$ cat config.mk
export PLATFORM = sky130hd
export DESIGN_NAME = root_dispatch
export DESIGN_NICKNAME = d
export VERILOG_FILES = /design/src/rtl/root_pkg.sv /design/src/rtl/root_req_fifo.sv /design/src/rtl/root_dispatch.sv
export SDC_FILE = /design/constraint.sdc
export NUM_CORES = 1
export LEC_CHECK = 0
export CAP_MARGIN = 20
export CORE_MARGIN = 2
export CORE_UTILIZATION = 50
export CTS_CLUSTER_SIZE = 16
export DETAILED_ROUTE_END_ITERATION = 10
export GPL_ROUTABILITY_DRIVEN = 0
export PLACE_DENSITY = 0.77
export SLEW_MARGIN = 15
export SYNTH_ARGS = -nofsm -noshare
export SYNTH_HDL_FRONTEND = slang
export SYNTH_SLANG_ARGS = --single-unit
$ cat constraint.sdc
create_clock -name clk -period 3.7 [get_ports clk]
set_input_delay 1.11 -clock clk [delete_from_list [all_inputs] [get_ports clk]]
set_output_delay 1.11 -clock clk [all_outputs]
set_load 0.02 [all_outputs]
$ cat src/rtl/root_pkg.sv
// Shared definitions for the root-engine request front-end.
// FSM encodings, datapath widths and small helpers used by root_dispatch.
package root_pkg;

    // Datapath widths of the root engine interface.
    localparam int unsigned RADICAND_W = 10;
    localparam int unsigned DEGREE_W   = 3;
    localparam int unsigned RESULT_W   = 20;
    localparam int unsigned FRAC_W     = 10;

    // Legacy state encodings, kept so existing waveform decoders still match.
    localparam logic [2:0] S_IDLE   = 3'd0;
    localparam logic [2:0] S_ISSUE  = 3'd1;
    localparam logic [2:0] S_WAIT   = 3'd2;
    localparam logic [2:0] S_REJECT = 3'd3;
    localparam logic [2:0] S_BYPASS = 3'd4;
    localparam logic [2:0] S_RESP   = 3'd5;

    typedef enum logic [2:0] {
        IDLE   = S_IDLE,
        ISSUE  = S_ISSUE,
        WAIT   = S_WAIT,
        REJECT = S_REJECT,
        BYPASS = S_BYPASS,
        RESP   = S_RESP
    } root_state_e;

    // Requests whose root is trivial: degree 1 (identity) or radicand 0.
    // Degree 0 is never eligible; it is rejected instead.
    function automatic logic bypass_eligible(
        input logic [RADICAND_W-1:0] rad,
        input logic [DEGREE_W-1:0]   deg
    );
        return (deg != '0) && ((deg == DEGREE_W'(1)) || (rad == '0));
    endfunction

    // Q10.10 result of a trivial root: the integer itself for degree 1,
    // zero otherwise (radicand 0).
    function automatic logic [RESULT_W-1:0] bypass_result(
        input logic [RADICAND_W-1:0] rad,
        input logic [DEGREE_W-1:0]   deg
    );
        if (deg == DEGREE_W'(1)) begin
            return {rad, {FRAC_W{1'b0}}};
        end
        return '0;
    endfunction

endpackage

$ cat src/rtl/root_req_fifo.sv
// Synchronous request FIFO for root_dispatch.
// DEPTH must be a power of two (>= 2) so the pointers wrap naturally.
// Count, full and empty are all registered; no fall-through, so an entry
// pushed in cycle t is visible at rdata_o from cycle t+1.
module root_req_fifo #(
    parameter int unsigned DEPTH = 4,
    parameter int unsigned WIDTH = 8
) (
    input  logic             clk,
    input  logic             rst,
    input  logic             push_i,
    input  logic             pop_i,
    input  logic [WIDTH-1:0] wdata_i,
    output logic [WIDTH-1:0] rdata_o,
    output logic             full_o,
    output logic             empty_o
);

    localparam int unsigned AW    = $clog2(DEPTH);
    localparam int unsigned CNT_W = AW + 1;

    logic [WIDTH-1:0] mem_q [DEPTH];
    logic [AW-1:0]    wr_ptr_q, wr_ptr_d;
    logic [AW-1:0]    rd_ptr_q, rd_ptr_d;
    logic [CNT_W-1:0] count_q, count_d;
    logic             full_q, full_d;
    logic             empty_q, empty_d;
    logic             do_push;
    logic             do_pop;

    // Requests beyond capacity or pops of an empty FIFO are dropped here,
    // so the count can never wrap.
    assign do_push = push_i && !full_q;
    assign do_pop  = pop_i && !empty_q;

    // Next pointer, count and flag values.
    always_comb begin
        wr_ptr_d = wr_ptr_q;
        rd_ptr_d = rd_ptr_q;
        count_d  = count_q;
        if (do_push) begin
            wr_ptr_d = wr_ptr_q + 1'b1;
        end
        if (do_pop) begin
            rd_ptr_d = rd_ptr_q + 1'b1;
        end
        case ({do_push, do_pop})
            2'b10:   count_d = count_q + 1'b1;
            2'b01:   count_d = count_q - 1'b1;
            default: count_d = count_q;
        endcase
        full_d  = (count_d == CNT_W'(DEPTH));
        empty_d = (count_d == '0);
    end

    // Pointer, count and flag registers.
    always_ff @(posedge clk) begin
        if (rst) begin
            wr_ptr_q <= '0;
            rd_ptr_q <= '0;
            count_q  <= '0;
            full_q   <= 1'b0;
            empty_q  <= 1'b1;
        end else begin
            wr_ptr_q <= wr_ptr_d;
            rd_ptr_q <= rd_ptr_d;
            count_q  <= count_d;
            full_q   <= full_d;
            empty_q  <= empty_d;
        end
    end

    // Storage array; contents are don't-care until written.
    always_ff @(posedge clk) begin
        if (do_push) begin
            mem_q[wr_ptr_q] <= wdata_i;
        end
    end

    assign rdata_o = mem_q[rd_ptr_q];
    assign full_o  = full_q;
    assign empty_o = empty_q;

endmodule

$ cat src/rtl/root_dispatch.sv
// Request front-end for the fixed-point root engine.
// Buffers (radicand, degree, tag) requests, issues them to the engine one at
// a time with operands held stable, and returns each result on a ready/valid
// response port. Degree-0 requests are rejected without touching the engine.
// Optional feature: define ROOT_DISPATCH_BYPASS_EN to answer degree-1 and
// radicand-0 requests locally instead of through the engine.
module root_dispatch
    import root_pkg::*;
#(
    parameter int unsigned DEPTH = 4,
    parameter int unsigned TAG_W = 4
) (
    input  logic                  clk,
    input  logic                  rst,
    // request port
    input  logic                  req_valid,
    output logic                  req_ready,
    input  logic [RADICAND_W-1:0] req_radicand,
    input  logic [DEGREE_W-1:0]   req_degree,
    input  logic [TAG_W-1:0]      req_tag,
    // engine port
    output logic                  eng_in_valid,
    output logic [RADICAND_W-1:0] eng_data_1,
    output logic [DEGREE_W-1:0]   eng_data_2,
    input  logic                  eng_out_valid,
    input  logic [RESULT_W-1:0]   eng_out_data,
    // response port
    output logic                  rsp_valid,
    input  logic                  rsp_ready,
    output logic [RESULT_W-1:0]   rsp_data,
    output logic [TAG_W-1:0]      rsp_tag,
    output logic                  rsp_err
);

    localparam int unsigned ENTRY_W = RADICAND_W + DEGREE_W + TAG_W;

    logic [ENTRY_W-1:0]    fifo_wdata;
    logic [ENTRY_W-1:0]    fifo_rdata;
    logic                  fifo_full;
    logic                  fifo_empty;
    logic                  fifo_push;
    logic                  fifo_pop;

    logic [RADICAND_W-1:0] pop_rad;
    logic [DEGREE_W-1:0]   pop_deg;
    logic [TAG_W-1:0]      pop_tag;

    root_state_e           state_q, state_d;
    logic [RADICAND_W-1:0] rad_q;
    logic [DEGREE_W-1:0]   deg_q;
    logic [TAG_W-1:0]      tag_q;
    logic [RESULT_W-1:0]   rsp_data_q, rsp_data_d;
    logic                  rsp_err_q, rsp_err_d;

    assign fifo_wdata = {req_radicand, req_degree, req_tag};
    assign fifo_push  = req_valid && req_ready;
    assign req_ready  = !fifo_full;

    assign {pop_rad, pop_deg, pop_tag} = fifo_rdata;

    root_req_fifo #(
        .DEPTH (DEPTH),
        .WIDTH (ENTRY_W)
    ) u_fifo (
        .clk     (clk),
        .rst     (rst),
        .push_i  (fifo_push),
        .pop_i   (fifo_pop),
        .wdata_i (fifo_wdata),
        .rdata_o (fifo_rdata),
        .full_o  (fifo_full),
        .empty_o (fifo_empty)
    );

    // Dispatch FSM: pop, classify, run the engine (or not), then present
    // the response until the consumer takes it.
    always_comb begin
        state_d    = state_q;
        fifo_pop   = 1'b0;
        rsp_data_d = rsp_data_q;
        rsp_err_d  = rsp_err_q;
        case (state_q)
            IDLE: begin
                if (!fifo_empty) begin
                    fifo_pop = 1'b1;
                    if (pop_deg == '0) begin
                        state_d = REJECT;
                    end
`ifdef ROOT_DISPATCH_BYPASS_EN
                    else if (bypass_eligible(pop_rad, pop_deg)) begin
                        state_d = BYPASS;
                    end
`endif
                    else begin
                        state_d = ISSUE;
                    end
                end
            end
            ISSUE: begin
                state_d = WAIT;
            end
            WAIT: begin
                if (eng_out_valid) begin
                    rsp_data_d = eng_out_data;
                    rsp_err_d  = 1'b0;
                    state_d    = RESP;
                end
            end
            REJECT: begin
                rsp_data_d = '0;
                rsp_err_d  = 1'b1;
                state_d    = RESP;
            end
`ifdef ROOT_DISPATCH_BYPASS_EN
            BYPASS: begin
                rsp_data_d = bypass_result(rad_q, deg_q);
                rsp_err_d  = 1'b0;
                state_d    = RESP;
            end
`endif
            RESP: begin
                if (rsp_ready) begin
                    state_d = IDLE;
                end
            end
            default: begin
                state_d = IDLE;
            end
        endcase
    end

    // FSM state and response payload registers.
    always_ff @(posedge clk) begin
        if (rst) begin
            state_q    <= IDLE;
            rsp_data_q <= '0;
            rsp_err_q  <= 1'b0;
        end else begin
            state_q    <= state_d;
            rsp_data_q <= rsp_data_d;
            rsp_err_q  <= rsp_err_d;
        end
    end

    // Hold registers: loaded only on a pop, which happens only in IDLE, so
    // the engine operands and response tag are stable for the whole
    // transaction including the RESP back-pressure window.
    always_ff @(posedge clk) begin
        if (rst) begin
            rad_q <= '0;
            deg_q <= '0;
            tag_q <= '0;
        end else if (fifo_pop) begin
            rad_q <= pop_rad;
            deg_q <= pop_deg;
            tag_q <= pop_tag;
        end
    end

    assign eng_in_valid = (state_q == ISSUE);
    assign eng_data_1   = rad_q;
    assign eng_data_2   = deg_q;

    assign rsp_valid    = (state_q == RESP);
    assign rsp_data     = rsp_data_q;
    assign rsp_tag      = tag_q;
    assign rsp_err      = rsp_err_q;

endmodule

==> results of run 1 <==
==> synthesized netlist by cell type (2+ instances only) <==
cell type  instances
and2_1             4
nor2_1            32
inv_1              5
nor2b_1            4
clkbuf_1           5
nor3b_1            2
ha_1               5
xnor2_1            3
or3_1              2
edfxtp_1          68
a22oi_1           21
nand2_1           39
dfxtp_1           52
mux4_2            16
buf_6              2
o21ai_0            2
xor2_1             2
a21oi_1           24
buf_2              8
==> worst paths after layout <==
check        slack [ns]     startpoint            end  depth (start not counted)
min reg2reg        0.45  eng_data_1[7]  eng_data_1[7]                          2
max                0.75     state_q[0]   eng_in_valid                          2
max reg2reg        0.84     state_q[1]  u_fifo.full_o                          9
min                0.45  eng_data_1[7]  eng_data_1[7]                          2
==> stage by stage <==
stage	hold WS [ns]	total power, W	std cells
after floorplan	0.466	0.00250	315
after global placement	0.441	0.00283	494
after detailed placement	0.447	0.00287	494
after CTS	0.459	0.00448	526
after global routing	0.482	0.00465	526
final	0.455	0.00444	526
==> layer usage <==
layer  global-route usage  up-vias  wire length, um
met1                0.213     1355             3500
met4                0.103        0              243
met2                0.321      122             4300
met3               0.0651       24              632
li1                     -     1333                -
met5                    0        -                0
==> power by group <==
part / switching (W) / internal [W] / total (W)
combinational: 0.000553 / 0.000516 / 0.00107
clock: 0.000523 / 0.00107 / 0.00160
sequential: 0.000159 / 0.00162 / 0.00178
==> cells by family (layout without fill, tap and decap cells) <==
family                     count (synthesis)  in the layout  synth area share
AOI/OAI and AO/OA                         51             51            0.0715
xor gates and xnor gates                   5              5           0.00986
adders and majority gates                  6              6            0.0186
buffers and inverters                     24            127            0.0270
DFF                                      120            120             0.694
muxes                                     18             18            0.0892
and+or+nand+nor                           91             91            0.0901
==> tightest hold or removal path: cells and delay by family, from the launching register on <==
| family | cells | cell delay [ns] |
|---|---|---|
| flops | 1 | 0.31 |
| compound gates | 1 | 0.05 |
| simple gates | 1 | 0.05 |
==> cell type report <==
cell class | instances | area share
Sequential cell | 120 | 0.520
Multi-Input combinational cell | 171 | 0.209
Timing Repair Buffer | 89 | 0.146
Clock buffer | 19 | 0.0711
Clock inverter | 13 | 0.0268
Tap cell | 108 | 0.0228
Inverter | 6 | 0.00380
==> flip-flops by register name, indices dropped and copies added (netlist names), named ones only <==
register / count
u_fifo.mem_q: 68
rsp_tag: 4
u_fifo.wr_ptr_q: 2
u_fifo.count_q: 3
eng_data_2: 3
state_q: 3
u_fifo.empty_o: 1
eng_data_1: 10
rsp_err: 1
u_fifo.full_o: 1
rsp_data: 20
u_fifo.rd_ptr_q: 2
==> results.toml, run 1 <==
[synth]
syn_area_per_cell_um2 = 14.1
ys.flop_type = "edfxtp_1"
synth_enable_flop_cells = 68
syn_inst = 315
ys_ff_latch = 120
synth_area_leaders = "edfxtp_1 (46%), dfxtp_1 (23%), mux4_2 (8.1%)"
syn-cell-area_mm2 = 0.00444
syn_nets = 363
async_flop_share = 0
ys_warn_count = 0
yosys.area.top_type = "edfxtp_1"
synth_top_area_share = 0.459
ys_seq_area_frac = 0.694
synth_cell_type_count = 38

[layout]
diodes = 0
nFillCells = 629
layout-drive-gt1-share = 0.129
syn_to_final_growth_pct = 33.4
final_area_mm2 = 0.00593
fin_nets = 453
regArea_mm2 = 0.00308
multiInputGateArea_mm2 = 0.00124
post-route-util = 0.683
layout_commonest_cell = "clkdlybuf4s50_1"
final_cell_mix = "clkdlybuf4s50_1 (81), edfxtp_1 (68), dfxtp_1 (52), nand2_1 (39), nor2_1 (32)"

[setup_path]
cpLargestDelayFamily = "buffers and inverters"
crit_slowest_cell = "clkdlybuf4s50_1"
worst-path-buf-inv = 1
arrival_ns = 1.84
max_stage_delay_ns = 0.65
cp.required_ns = 2.59
crit_fanout = 8
worstPathCellList = "nor3b_1 -> clkdlybuf4s50_1"
endpoint_kind = "output port"
critPathKind = "reg2out"
cp-start-kind = "register"

[sta]
hold_violations = 0
skew_ns = 0.00510
tightest_slew_ns = 0.903
relSlewSlack = 0.398
fmaxAchievable_mhz = 339
drv_slew = 0
rsz0062_at_grt = "no"
setup_viol = 0
finalWorstSetupSlack_ns = 0.754
tns_ns = 0
min_period_ns = 2.95
fin_crit_sh = 0.796

[run_status]
status = "complete, no violations"

[clock_network]
clock_path_buffers = 2
cts.clk_slew.worst_paths_ns = 0.05
h-tree-depth = 4
cts.root.buffer_cell = "clkbuf_8"
clk_latency_ns = 0.51
cts_resized = 0
cts_tree = "done"
cts_sinks = 120
ctsHoldBuffers = 0
cts_setup_buffers = 0
cts_buffers = 17

[detailed_routing]
wirelength_mm = 8.68
route.detailed.drc = 0
ant_nets = 0
first_pass_iters = 5
drt_iter0_markers = 191
post_drt_wl_per_cell_um = 16.5
routed_via_density = 5.39
num_vias = 2834

[floorplan]
die_w_um = 98.3
rows = 34
ioPinCount = 83
core_region_area_mm2 = 0.00868
die_height_um = 98.3
start_util = 0.512
dieArea_mm2 = 0.00966

[power_and_ir_drop]
power.leakage_nw = 2.08
peakVddDrop_uv = 432
powerDensity_mw_per_mm2 = 749

[hold_path]
min_path_type = "reg2reg"

[global_route]
gr-usage-all-layers = 0.191
grt-ovfl-total = 0
antenna_found_initial = 0
grt_max_degree = 50
grt_pass1_wl_mm = 13.8
grt_pass1_vias = 2892

[run]
maxCapViolCount = 0

[placed_design]
dpl_cell_area_mm2 = 0.00535
pre_cts_ws_ns = 0.330
dp_hpwl_mm = 5.41
portBuffers = 82
Note: power is estimated with default switching activity, not from simulation.
==> run 2, diff against run 1 <==
CORE_UTILIZATION = 46   (was 50)
PLACE_DENSITY = 0.75   (was 0.77)
clock period = 2.6 ns   (was 3.7 ns; I/O delays follow)
==> results.toml, run 2 (synthesis gave the netlist of run 1 again) <==
[detailed_routing]
ant_nets = 0
post_drt_wl_per_cell_um = 15.9
routed_via_density = 5.13
route.detailed.drc = 0
first_pass_iters = 4
wirelength_mm = 8.84
num_vias = 2846
drt_iter0_markers = 139

[sta]
relSlewSlack = 0.533
fmaxAchievable_mhz = 411
drv_slew = 0
min_period_ns = 2.44
skew_ns = 0.00784
rsz0062_at_grt = "no"
tightest_slew_ns = 0.701
tns_ns = 0
setup_viol = 0
hold_violations = 0
fin_crit_sh = 0.937

[clock_network]
cts_buffers = 17
clk_latency_ns = 0.51
cts_sinks = 120
cts_resized = 3
cts.root.buffer_cell = "clkbuf_8"
h-tree-depth = 4
cts_tree = "done"
cts.clk_slew.worst_paths_ns = 0.06
clock_path_buffers = 2
cts_setup_buffers = 0
ctsHoldBuffers = 0

[global_route]
gr-usage-all-layers = 0.180
grtUsageMet3 = 0.0725
grt_pass1_wl_mm = 13.7
grt_max_degree = 31
grt_use_met2 = 0.291
grtUsageMet1 = 0.215
antenna_found_initial = 0
grt_pass1_vias = 2792
grt-ovfl-total = 0
busiest_layer = "met2"

[setup_path]
worst-path-buf-inv = 2
max_stage_delay_ns = 0.44
cp.required_ns = 3.05
arrival_ns = 2.89
worstPathCellList = "clkdlybuf4s50_1 -> nor2b_1 -> inv_1 -> ha_1 -> fa_1 -> xnor2_1 -> or3_1 -> a21oi_1 -> nor2b_1"
cpLargestDelayFamily = "simple AND/OR/NAND/NOR gates"
critPathKind = "in2reg"
crit_fanout = 3
cp-start-kind = "primary input"
endpoint_kind = "register"
path_common_cell = "nor2b_1"
crit_slowest_cell = "clkdlybuf4s50_1"

[power_and_ir_drop]
pwr-share-comb = 0.257
clockPowerShare = 0.346
peakVddDrop_uv = 480
powerDensity_mw_per_mm2 = 1040
power_switching_share = 0.293
sequentialPowerShare = 0.396
intPower_w = 0.00447
p_switching_w = 0.00185
power.leakage_nw = 2.12

[floorplan]
die_w_um = 102
start_util = 0.476
ioPinCount = 83
core_region_area_mm2 = 0.00933
die_height_um = 102
rows = 35
dieArea_mm2 = 0.0105

[layout]
syn_to_final_growth_pct = 36.2
layout-drive-gt1-share = 0.162
fin_nets = 461
final_cell_mix = "clkdlybuf4s50_1 (79), edfxtp_1 (68), dfxtp_1 (51), nand2_1 (39), nor2_1 (32)"
layout_commonest_cell = "clkdlybuf4s50_1"
final_area_mm2 = 0.00605
largest-register = "u_fifo.mem_q"
diodes = 0
largest_register_ffs = 68

[placed_design]
portBuffers = 82
dpl_cell_area_mm2 = 0.00549
dp_hpwl_mm = 5.67

[run]
maxCapViolCount = 0

[hold_path]
min_path_type = "reg2reg"

[run_status]
status = "complete, no violations"
## run 2: area by class of cell
class	instances	area, um2
Sequential cell	120	3080
Timing Repair Buffer	97	976
Multi-Input combinational cell	171	1240
Inverter	6	22.5
Tap cell	129	161
Clock buffer	18	418
Fill cell	674	3270
Clock inverter	14	151
## run 2: per-layer routing
layer,vias up,wire length (um)
met4,0,180
met3,21,601
met2,97,4270
met1,1388,3790
li1,1340,-
met5,-,0
## run 2: final timing paths
path / start / to / slack, ns / cells after the start
worst max register to register: state_q[1] / u_fifo.full_o / 0.39 / 9
worst min register to register: eng_data_2[1] / eng_data_2[1] / 0.46 / 2
worst max-delay path: req_valid / u_fifo.full_o / 0.16 / 9
worst min-delay path: eng_data_2[1] / eng_data_2[1] / 0.46 / 2
## run 2: worst reg2reg max path, delay by kind of cell, from the launching register on
family | cells | cell delay, ns
AND/OR/NAND/NOR | 4 | 0.66
adder cells (fa/ha/maj) | 2 | 0.58
flip-flops | 1 | 0.50
AO/OA/AOI/OAI | 1 | 0.22
XOR/XNOR | 1 | 0.14
buffers and inverters | 1 | 0.04
## run 2: stage by stage
step / util / worst slack (ns) / hold WS (ns) / power [W] / instances
after detailed placement: 0.588 / -0.369 / 0.454 / 0.00418 / 523
after global placement: 0.588 / -0.264 / 0.443 / 0.00412 / 523
final: 0.649 / 0.164 / 0.459 / 0.00632 / 555
after CTS: 0.649 / 0.173 / 0.462 / 0.00638 / 555
after floorplan: - / 0.0358 / 0.466 / 0.00356 / 315
after global routing: 0.649 / 0.0344 / 0.479 / 0.00664 / 555
## run 2: power groups by stage
stage               Combinational, W  Clock [W]  Sequential, W
floorplan                   0.000967          0        0.00259
global placement             0.00159          0        0.00252
detailed placement           0.00164          0        0.00254
CTS                          0.00164    0.00222        0.00251
global route                 0.00177    0.00232        0.00255
finish                       0.00163    0.00219        0.00250
